==> src/rtl/pistorm_arb_pkg.sv <==
// Shared encodings and defaults for the 68000 bus arbiter.
// Pure declarations; no logic, no latency, no flow control.
// Holds the state codes, counter widths and default timing limits.
package pistorm_arb_pkg;

    localparam int ARB_STATE_W       = 3;
    localparam int ARB_CNT_W         = 8;
    localparam int GRANT_TIMEOUT_DEF = 16;
    localparam int RECLAIM_GAP_DEF   = 2;

    typedef enum logic [ARB_STATE_W-1:0] {
        ST_OWN     = 3'd0,
        ST_PEND    = 3'd1,
        ST_GRANT   = 3'd2,
        ST_EXT     = 3'd3,
        ST_RECLAIM = 3'd4
    } arb_state_t;

endpackage

==> src/rtl/pistorm_sync2.sv <==
// Two-flop synchroniser for an asynchronous active-low pin; resets to idle-high.
// Latency: 2 clk cycles from pin to q; q_pre is the first stage, one cycle ahead of q.
// No backpressure: samples every cycle.
module pistorm_sync2 (
    input  logic clk,
    input  logic rst_n,
    input  logic d,
    output logic q,
    output logic q_pre
);

    logic meta;

    always_ff @(posedge clk) begin
        if (!rst_n) begin
            meta <= 1'b1;
            q    <= 1'b1;
        end else begin
            meta <= d;
            q    <= meta;
        end
    end

    assign q_pre = meta;

endmodule

==> src/rtl/m68k_bus_arbiter.sv <==
// 68000 bus-request arbiter: hands the bus to an external master via BR/BG/BGACK.
// Latency: 2 c200m sync + 1 registered state cycle; all outputs registered.
// Engine backpressure via eng_hold; external master gated by bg_n/bus_drive_en.
module m68k_bus_arbiter
    import pistorm_arb_pkg::*;
#(
    parameter int GRANT_TIMEOUT = GRANT_TIMEOUT_DEF,
    parameter int RECLAIM_GAP   = RECLAIM_GAP_DEF
) (
    input  logic                   c200m,
    input  logic                   rst_n,
    input  logic                   c7m_rising,
    input  logic                   c7m_falling,
    input  logic                   br_n_raw,
    input  logic                   bgack_n_raw,
    input  logic                   eng_active,
    input  logic                   eng_as_n,
    output logic                   eng_hold,
    output logic                   bus_drive_en,
    output logic                   bg_n,
    output logic [ARB_STATE_W-1:0] arb_state,
    output logic [7:0]             grant_count,
    output logic                   timeout_evt
);

    localparam logic [ARB_CNT_W-1:0] TO_LIM  = ARB_CNT_W'(GRANT_TIMEOUT);
    localparam logic [ARB_CNT_W-1:0] GAP_LIM = ARB_CNT_W'(RECLAIM_GAP);

    arb_state_t           state;
    arb_state_t           nxt;
    logic [ARB_CNT_W-1:0] to_cnt;
    logic [ARB_CNT_W-1:0] gap_cnt;
    logic                 br_s;
    logic                 bgack_s;
    logic                 bgack_pre;
    logic                 br_pre_unused;
    logic                 to_expire;

    pistorm_sync2 u_br_sync (
        .clk   (c200m),
        .rst_n (rst_n),
        .d     (br_n_raw),
        .q     (br_s),
        .q_pre (br_pre_unused)
    );

    pistorm_sync2 u_bgack_sync (
        .clk   (c200m),
        .rst_n (rst_n),
        .d     (bgack_n_raw),
        .q     (bgack_s),
        .q_pre (bgack_pre)
    );

    assign to_expire = (state == ST_GRANT) && bgack_s && !br_s && (to_cnt == TO_LIM);

    always_comb begin
        nxt = ST_RECLAIM;
        case (state)
            ST_OWN:     nxt = br_s ? ST_OWN : ST_PEND;
            ST_PEND: begin
                if (br_s)
                    nxt = ST_OWN;
                else if (!eng_active && eng_as_n && c7m_falling)
                    nxt = ST_GRANT;
                else
                    nxt = ST_PEND;
            end
            ST_GRANT: begin
                if (!bgack_s)
                    nxt = ST_EXT;
                else if (br_s || to_cnt == TO_LIM)
                    nxt = ST_OWN;
                else
                    nxt = ST_GRANT;
            end
            ST_EXT:     nxt = bgack_s ? ST_RECLAIM : ST_EXT;
            ST_RECLAIM: begin
                if (bgack_s && gap_cnt == GAP_LIM)
                    nxt = br_s ? ST_OWN : ST_PEND;
                else
                    nxt = ST_RECLAIM;
            end
            default:    nxt = ST_RECLAIM;
        endcase
    end

    always_ff @(posedge c200m) begin
        if (!rst_n) begin
            state        <= ST_RECLAIM;
            to_cnt       <= '0;
            gap_cnt      <= '0;
            grant_count  <= '0;
            bg_n         <= 1'b1;
            bus_drive_en <= 1'b0;
            eng_hold     <= 1'b1;
            timeout_evt  <= 1'b0;
        end else begin
            state       <= nxt;
            timeout_evt <= to_expire;

            if (state == ST_GRANT && nxt == ST_EXT)
                grant_count <= grant_count + 8'd1;

            if (nxt == ST_GRANT && state != ST_GRANT)
                to_cnt <= '0;
            else if (state == ST_GRANT && c7m_rising)
                to_cnt <= to_cnt + 1'b1;

            // Any BGACK reassertion during the gap means the external master is back.
            if (nxt == ST_RECLAIM && state != ST_RECLAIM)
                gap_cnt <= '0;
            else if (state == ST_RECLAIM) begin
                if (!bgack_s)
                    gap_cnt <= '0;
                else if (c7m_falling && gap_cnt != GAP_LIM)
                    gap_cnt <= gap_cnt + 1'b1;
            end

            bg_n     <= (nxt != ST_GRANT);
            eng_hold <= (nxt != ST_OWN);
            // Gate on the first sync stage so drive drops in the same cycle bgack_s falls.
            bus_drive_en <= (nxt == ST_OWN || nxt == ST_PEND || nxt == ST_GRANT) && bgack_pre;
        end
    end

    assign arb_state = state;

endmodule
==> config.mk <==
export PLATFORM = sky130hd
export DESIGN_NAME = m68k_bus_arbiter
export DESIGN_NICKNAME = d
export VERILOG_FILES = /design/src/rtl/pistorm_arb_pkg.sv /design/src/rtl/pistorm_sync2.sv /design/src/rtl/m68k_bus_arbiter.sv
export SDC_FILE = /design/constraint.sdc
export NUM_CORES = 1
export LEC_CHECK = 0
export CORE_AREA = 2 2 65 67
export CTS_CLUSTER_DIAMETER = 40
export DETAILED_ROUTE_END_ITERATION = 7
export DIE_AREA = 0 0 67 69
export GPL_TIMING_DRIVEN = 0
export PLACE_DENSITY = 0.66
export REMOVE_ABC_BUFFERS = 1
export SLEW_MARGIN = 40
export SYNTH_ARGS = -nofsm -noshare
export SYNTH_HDL_FRONTEND = slang
export SYNTH_SLANG_ARGS = --single-unit
export TNS_END_PERCENT = 5
==> constraint.sdc <==
create_clock -name c200m -period 2.5 [get_ports c200m]
set_input_delay 0.375 -clock c200m [delete_from_list [all_inputs] [get_ports c200m]]
set_output_delay 0.375 -clock c200m [all_outputs]
set_load 0.005 [all_outputs]
==> reports/results.ini, run 1 <==
[run_status]
outcome=finished clean

[logic_synthesis]
yosysWarnings=0
syn_inst=180
synth_common_cells=dfxtp_1 (35), nor2_1 (18), nand3_1 (10), xor2_1 (10)
yosysTopAreaCellShare_pct=41.1
synth_top_area_cell=dfxtp_1
ys_seq_area_share_pct=41.1
synth_edf_count=0
synth_xor_area_share_pct=9.26
synthMuxAreaShare_pct=1.18
yosysMostFrequentCell=dfxtp_1
synth_fa_ha_area_share_pct=3.67
yosys.cell_types.count=41
ys_top_cells_by_area=dfxtp_1 (41%), xor2_1 (5.1%), xnor2_1 (4.1%)
synth_compound_area_share_pct=7.42
synthFlopType=dfxtp_1
ys_ff_latch=35
synth_top_family_by_area=simple AND/OR/NAND/NOR gates
synth_area_um2=1700
yosys.area_share.simple_pct=32.2
avgSynthCellArea_um2=9.46
async_reset_ff_share_pct=0

[global_routing]
overflow=0
antenna_found_initial=0
grt_max_degree=20
grtUsageTotal_pct=15.2
grt_pass1_vias=1284
grt_pass1_wl_mm=5.57

[worst_setup_path]
startpoint_type=flop
cp-end-kind=primary output
critPathMaxFanout=12
critPathTopFamily=flip-flops
r2r-start=arb_state[1]$_SDFF_PN0_
cpPeakStageDelay_ns=0.60
path_buf_inv=1
r2r-end=grant_count[6]$_SDFFE_PN0P_
crit_required_ns=2.12
crit_slowest_cell=dfxtp_1
crit_cells=1
worstSetupPathType=flop to primary output
crit_path_start=arb_state[0]$_SDFF_PN0_
worstSetupEndpoint=arb_state[0]
rrSetupSlack_ns=0.77
arrival_ns=1.47
r2r_cells=4
crit_chain=clkdlybuf4s50_1

[clock_tree]
h-tree-depth=2
clkLatencyLatePin_ns=0.28
cts_hold_buffers=0
post_cts_buffers=0
clk_pin_slew_ns=0.07
cts_buffer_depth=2
cts_tree=built
cts_resized=0
numCtsBuffers=5
cts_root_buf=clkbuf_8
cts_sinks=35

[routing]
avgRoutedWirePerCell_um=12.8
vias=1297
post-route-drc-count=0
drtIter0Drc=53
dr.pass1.iters=5
antenna_left=0
drt_wl_total_mm=3.24
viasPerCell=5.15

[sta]
final_max_slew_viol_count=0
max_freq_ghz=0.542
fin_ws_ns=0.656
rsz0062_at_grt=false
fin_crit_ns=1.84
finClkSkew_ns=0.00424
tns_ns=0
max_slew.worst_pin.slew_ns=0.581
hold_ws_ns=0.410
setup_violations=0
finalCritPeriodShare_pct=73.7
slew_headroom_pct=61.0
final_hold_viol_count=0

[power]
combPwrFrac_pct=8.5
p_sw_share_pct=22.8
intPower_uw=874
clkPwrFrac_pct=39.5
peakVddDrop_uv=468
powerDensity_nw_per_um2=559
p_switching_uw=258
leakagePower_uw=0.000762
p_seq_share_pct=51.9

[flow_run]
cap_violations=0

[die]
num_io_pins=23
die_width_um=67
core_um2=3910
initial_core_util_pct=43.5
core.rowCount=23
chipHeight_um=69
dieArea_um2=4620

[placed_design]
gp_congestion=0.748
numPortBuffers=22
placed_area_um2=1920
dp_hpwl_mm=2.42
dp.cells=244
pre_cts_slack_ns=0.588

[min_path]
hp-class=flop to flop
holdCritStartpoint=u_br_sync.q_pre$_SDFF_PN1_

[final_layout]
finalNonFillerCells=252
stdcell_area_um2=2020
drive_above_1_share_pct=7.92
finalNetCount=214
nFillCells=380
flow.area_growth_from_synthesis_pct=18.9
antenna_cells=0

-- registers in the layout, indices dropped and copies added, names as in the netlist --
| name | flops |
|---|---|
| u_br_sync.q_pre | 1 |
| u_br_sync.q | 1 |
| arb_state | 3 |
| bus_drive_en | 1 |
| to_cnt | 8 |
| bg_n | 1 |
| u_bgack_sync.q_pre | 1 |
| gap_cnt | 8 |
| timeout_evt | 1 |
| eng_hold | 1 |
| u_bgack_sync.q | 1 |
| grant_count | 8 |
-- per-layer routing --
layer | vias to the layer above | GRT usage (%) | share of wire, %
li1 | 665 | - | -
met1 | 613 | 17.0 | 43
met5 | - | 0 | 0
met3 | 2 | 3.92 | 3.1
met2 | 17 | 27.3 | 54
met4 | 0 | 4.99 | 0.53
-- cells by family (layout without fill, tap and decap cells) --
group / after synthesis / in the layout
compound gates: 18 / 18
xor+xnor: 18 / 18
fa+ha+maj: 5 / 5
buf+inv: 14 / 36
flops: 35 / 35
mux: 2 / 2
simple gates: 88 / 88
-- through the flow --
step / power [uW] / util [%]
finish: 1130 / 51.7
detailed placement: 699 / 49.1
global route: 1190 / 51.7
floorplan: 660 / -
global placement: 696 / 49.1
CTS: 1150 / 51.7
-- how the worst min path moves through the flow --
stage | to | slack (ns) | cells after the start
global placement | u_br_sync.q$_SDFF_PN1_ | 0.39 | 1
finish | u_br_sync.q$_SDFF_PN1_ | 0.41 | 1
global route | u_br_sync.q$_SDFF_PN1_ | 0.43 | 1
detailed placement | u_br_sync.q$_SDFF_PN1_ | 0.40 | 1
floorplan | u_br_sync.q$_SDFF_PN1_ | 0.39 | 1
CTS | u_br_sync.q$_SDFF_PN1_ | 0.42 | 1
-- final cells by class --
type	count	area (um^2)	area share, %
Clock buffer	7	96.3	4.76
Clock inverter	1	7.51	0.371
Inverter	6	22.5	1.11
Multi-Input combinational cell	131	915	45.2
Sequential cell	35	701	34.6
Tap cell	50	62.6	3.09
Timing Repair Buffer	22	220	10.9
-- power by group through the flow --
stage | clock, uW | sequential [uW] | combinational [uW]
finish | 447 | 588 | 96.8
global route | 490 | 590 | 108
CTS | 463 | 588 | 98.2
detailed placement | 0 | 601 | 97.6
global placement | 0 | 601 | 95.6
floorplan | 0 | 598 | 62.0
-- cell usage in the layout (no fill, tap or decap), drive strengths merged, types with 4 or more instances in the layout --
cell and instances:
and2 8, o21ai 4, a21oi 9, clkdlybuf4s50 22
nor2b 4, and3 5, nor2 19, nand2b 7
nand3 10, xor2 10, nand2 9, inv 6
ha 5, xnor2 8, nand4 7, clkbuf 7
dfxtp 35
Power figures use the tool's default switching activity.
==> inputs of run 2 (changes only) <==
- clock period: 2.5 -> 1.85 ns (I/O delays scaled with it)
==> reports/results.ini, run 2 (synthesis results as in run 1) <==
[run_status]
outcome=finished clean

[placed_design]
dp_hpwl_mm=2.42
gp_congestion=0.748
numPortBuffers=22

[worst_setup_path]
cp-end-kind=primary output
critPathTopFamily=flip-flops
path_buf_inv=1
crit_slowest_cell=dfxtp_1
arrival_ns=1.47
critPathMaxFanout=12
crit_required_ns=1.57
startpoint_type=flop
worstSetupPathType=flop to primary output
crit_chain=clkdlybuf4s50_1
cpPeakStageDelay_ns=0.60

[sta]
final_max_slew_viol_count=0
finalCritPeriodShare_pct=94.4
slew_headroom_pct=61.0
finClkSkew_ns=0.00406
tns_ns=0
rsz0062_at_grt=false
fin_crit_ns=1.75
setup_violations=0
max_slew.worst_pin.slew_ns=0.581
final_hold_viol_count=0
max_freq_ghz=0.572

[global_routing]
grt_max_degree=20
antenna_found_initial=0
grt_pass1_vias=1284
grtUsageTotal_pct=15.2
overflow=0
grt_pass1_wl_mm=5.57

[die]
core.rowCount=23
core_um2=3910
chipHeight_um=69
initial_core_util_pct=43.5
dieArea_um2=4620
num_io_pins=23
die_width_um=67

[min_path]
hp-class=flop to flop

[routing]
post-route-drc-count=0
drtIter0Drc=37
dr.pass1.iters=5
viasPerCell=5.14
drt_wl_total_mm=3.26
avgRoutedWirePerCell_um=12.8
antenna_left=0
vias=1306

[final_layout]
layout_commonest_cell=dfxtp_1
reg.largest.list=gap_cnt x8, grant_count x8, to_cnt x8
nFillCells=381
finalNetCount=216
final_cell_mix=dfxtp_1 (35), clkdlybuf4s50_1 (22), nor2_1 (18), xor2_1 (10), nand3_1 (10)
flow.area_growth_from_synthesis_pct=19.8
antenna_cells=0
drive_above_1_share_pct=8.82

[clock_tree]
cts_tree=built
numCtsBuffers=5
clkLatencyLatePin_ns=0.28
clk_pin_slew_ns=0.07
cts_buffer_depth=2
h-tree-depth=2
cts_root_buf=clkbuf_8
cts_sinks=35

[power]
leakagePower_uw=0.000773
powerDensity_nw_per_um2=751
finalPower_uw=1530
peakVddDrop_uv=632

[flow_run]
cap_violations=0

==> run 2: path summary, 6_finish.rpt <==
path / slack [ns] / depth (start not counted) / endpoint / from
setup / recovery: 0.10 / 1 / arb_state[0] / arb_state[0]$_SDFF_PN0_
hold / removal: 0.41 / 1 / u_br_sync.q$_SDFF_PN1_ / u_br_sync.q_pre$_SDFF_PN1_
setup reg to reg: 0.20 / 4 / gap_cnt[4]$_SDFFE_PP0P_ / arb_state[2]$_SDFF_PN1_
hold reg to reg: 0.41 / 1 / u_br_sync.q$_SDFF_PN1_ / u_br_sync.q_pre$_SDFF_PN1_
==> run 2: routing by layer <==
layer  GRT usage, %  share of wire, %  routed length [um]
met2           27.3                54                1750
met5              0                 0                   0
met4           4.99              0.52                  17
met3           3.92               3.0                  99
met1           17.0                43                1400
==> run 2: cell type report <==
| cell class | instances | area, um^2 | area share [%] |
|---|---|---|---|
| Sequential cell | 35 | 701 | 34.4 |
| Multi-Input combinational cell | 131 | 915 | 44.8 |
| Timing Repair Buffer | 24 | 235 | 11.5 |
| Inverter | 6 | 22.5 | 1.10 |
| Clock buffer | 7 | 96.3 | 4.72 |
| Clock inverter | 1 | 7.51 | 0.368 |
| Tap cell | 50 | 62.6 | 3.07 |
==> run 2: power by group <==
part           leakage, uW  switching, uW  internal, uW
logic             0.000439           59.5          71.4
registers         0.000283           23.3           772
clock network    0.0000505            266           339
total             0.000773            349          1180
==> run 2: what timing repair did <==
action | CTS | global route
gates resized for setup | 0 | 0
endpoints found under the setup margin | 0 | 3
buffers inserted | 0 | 2
endpoints found under the hold margin | 0 | 0
hold buffers | 0 | 0
==> run 2: per-stage QoR <==
stage,hold WS (ns),setup slack [ns],utilization [%],cells,cell area [um^2]
after floorplan,0.351,0.344,-,172,1640
after global placement,0.389,0.0511,49.1,244,1920
after detailed placement,0.399,0.0352,49.1,244,1920
after CTS,0.416,0.0845,51.7,252,2020
after global routing,0.433,0.0396,52.1,254,2040
final,0.410,0.103,52.1,254,2040
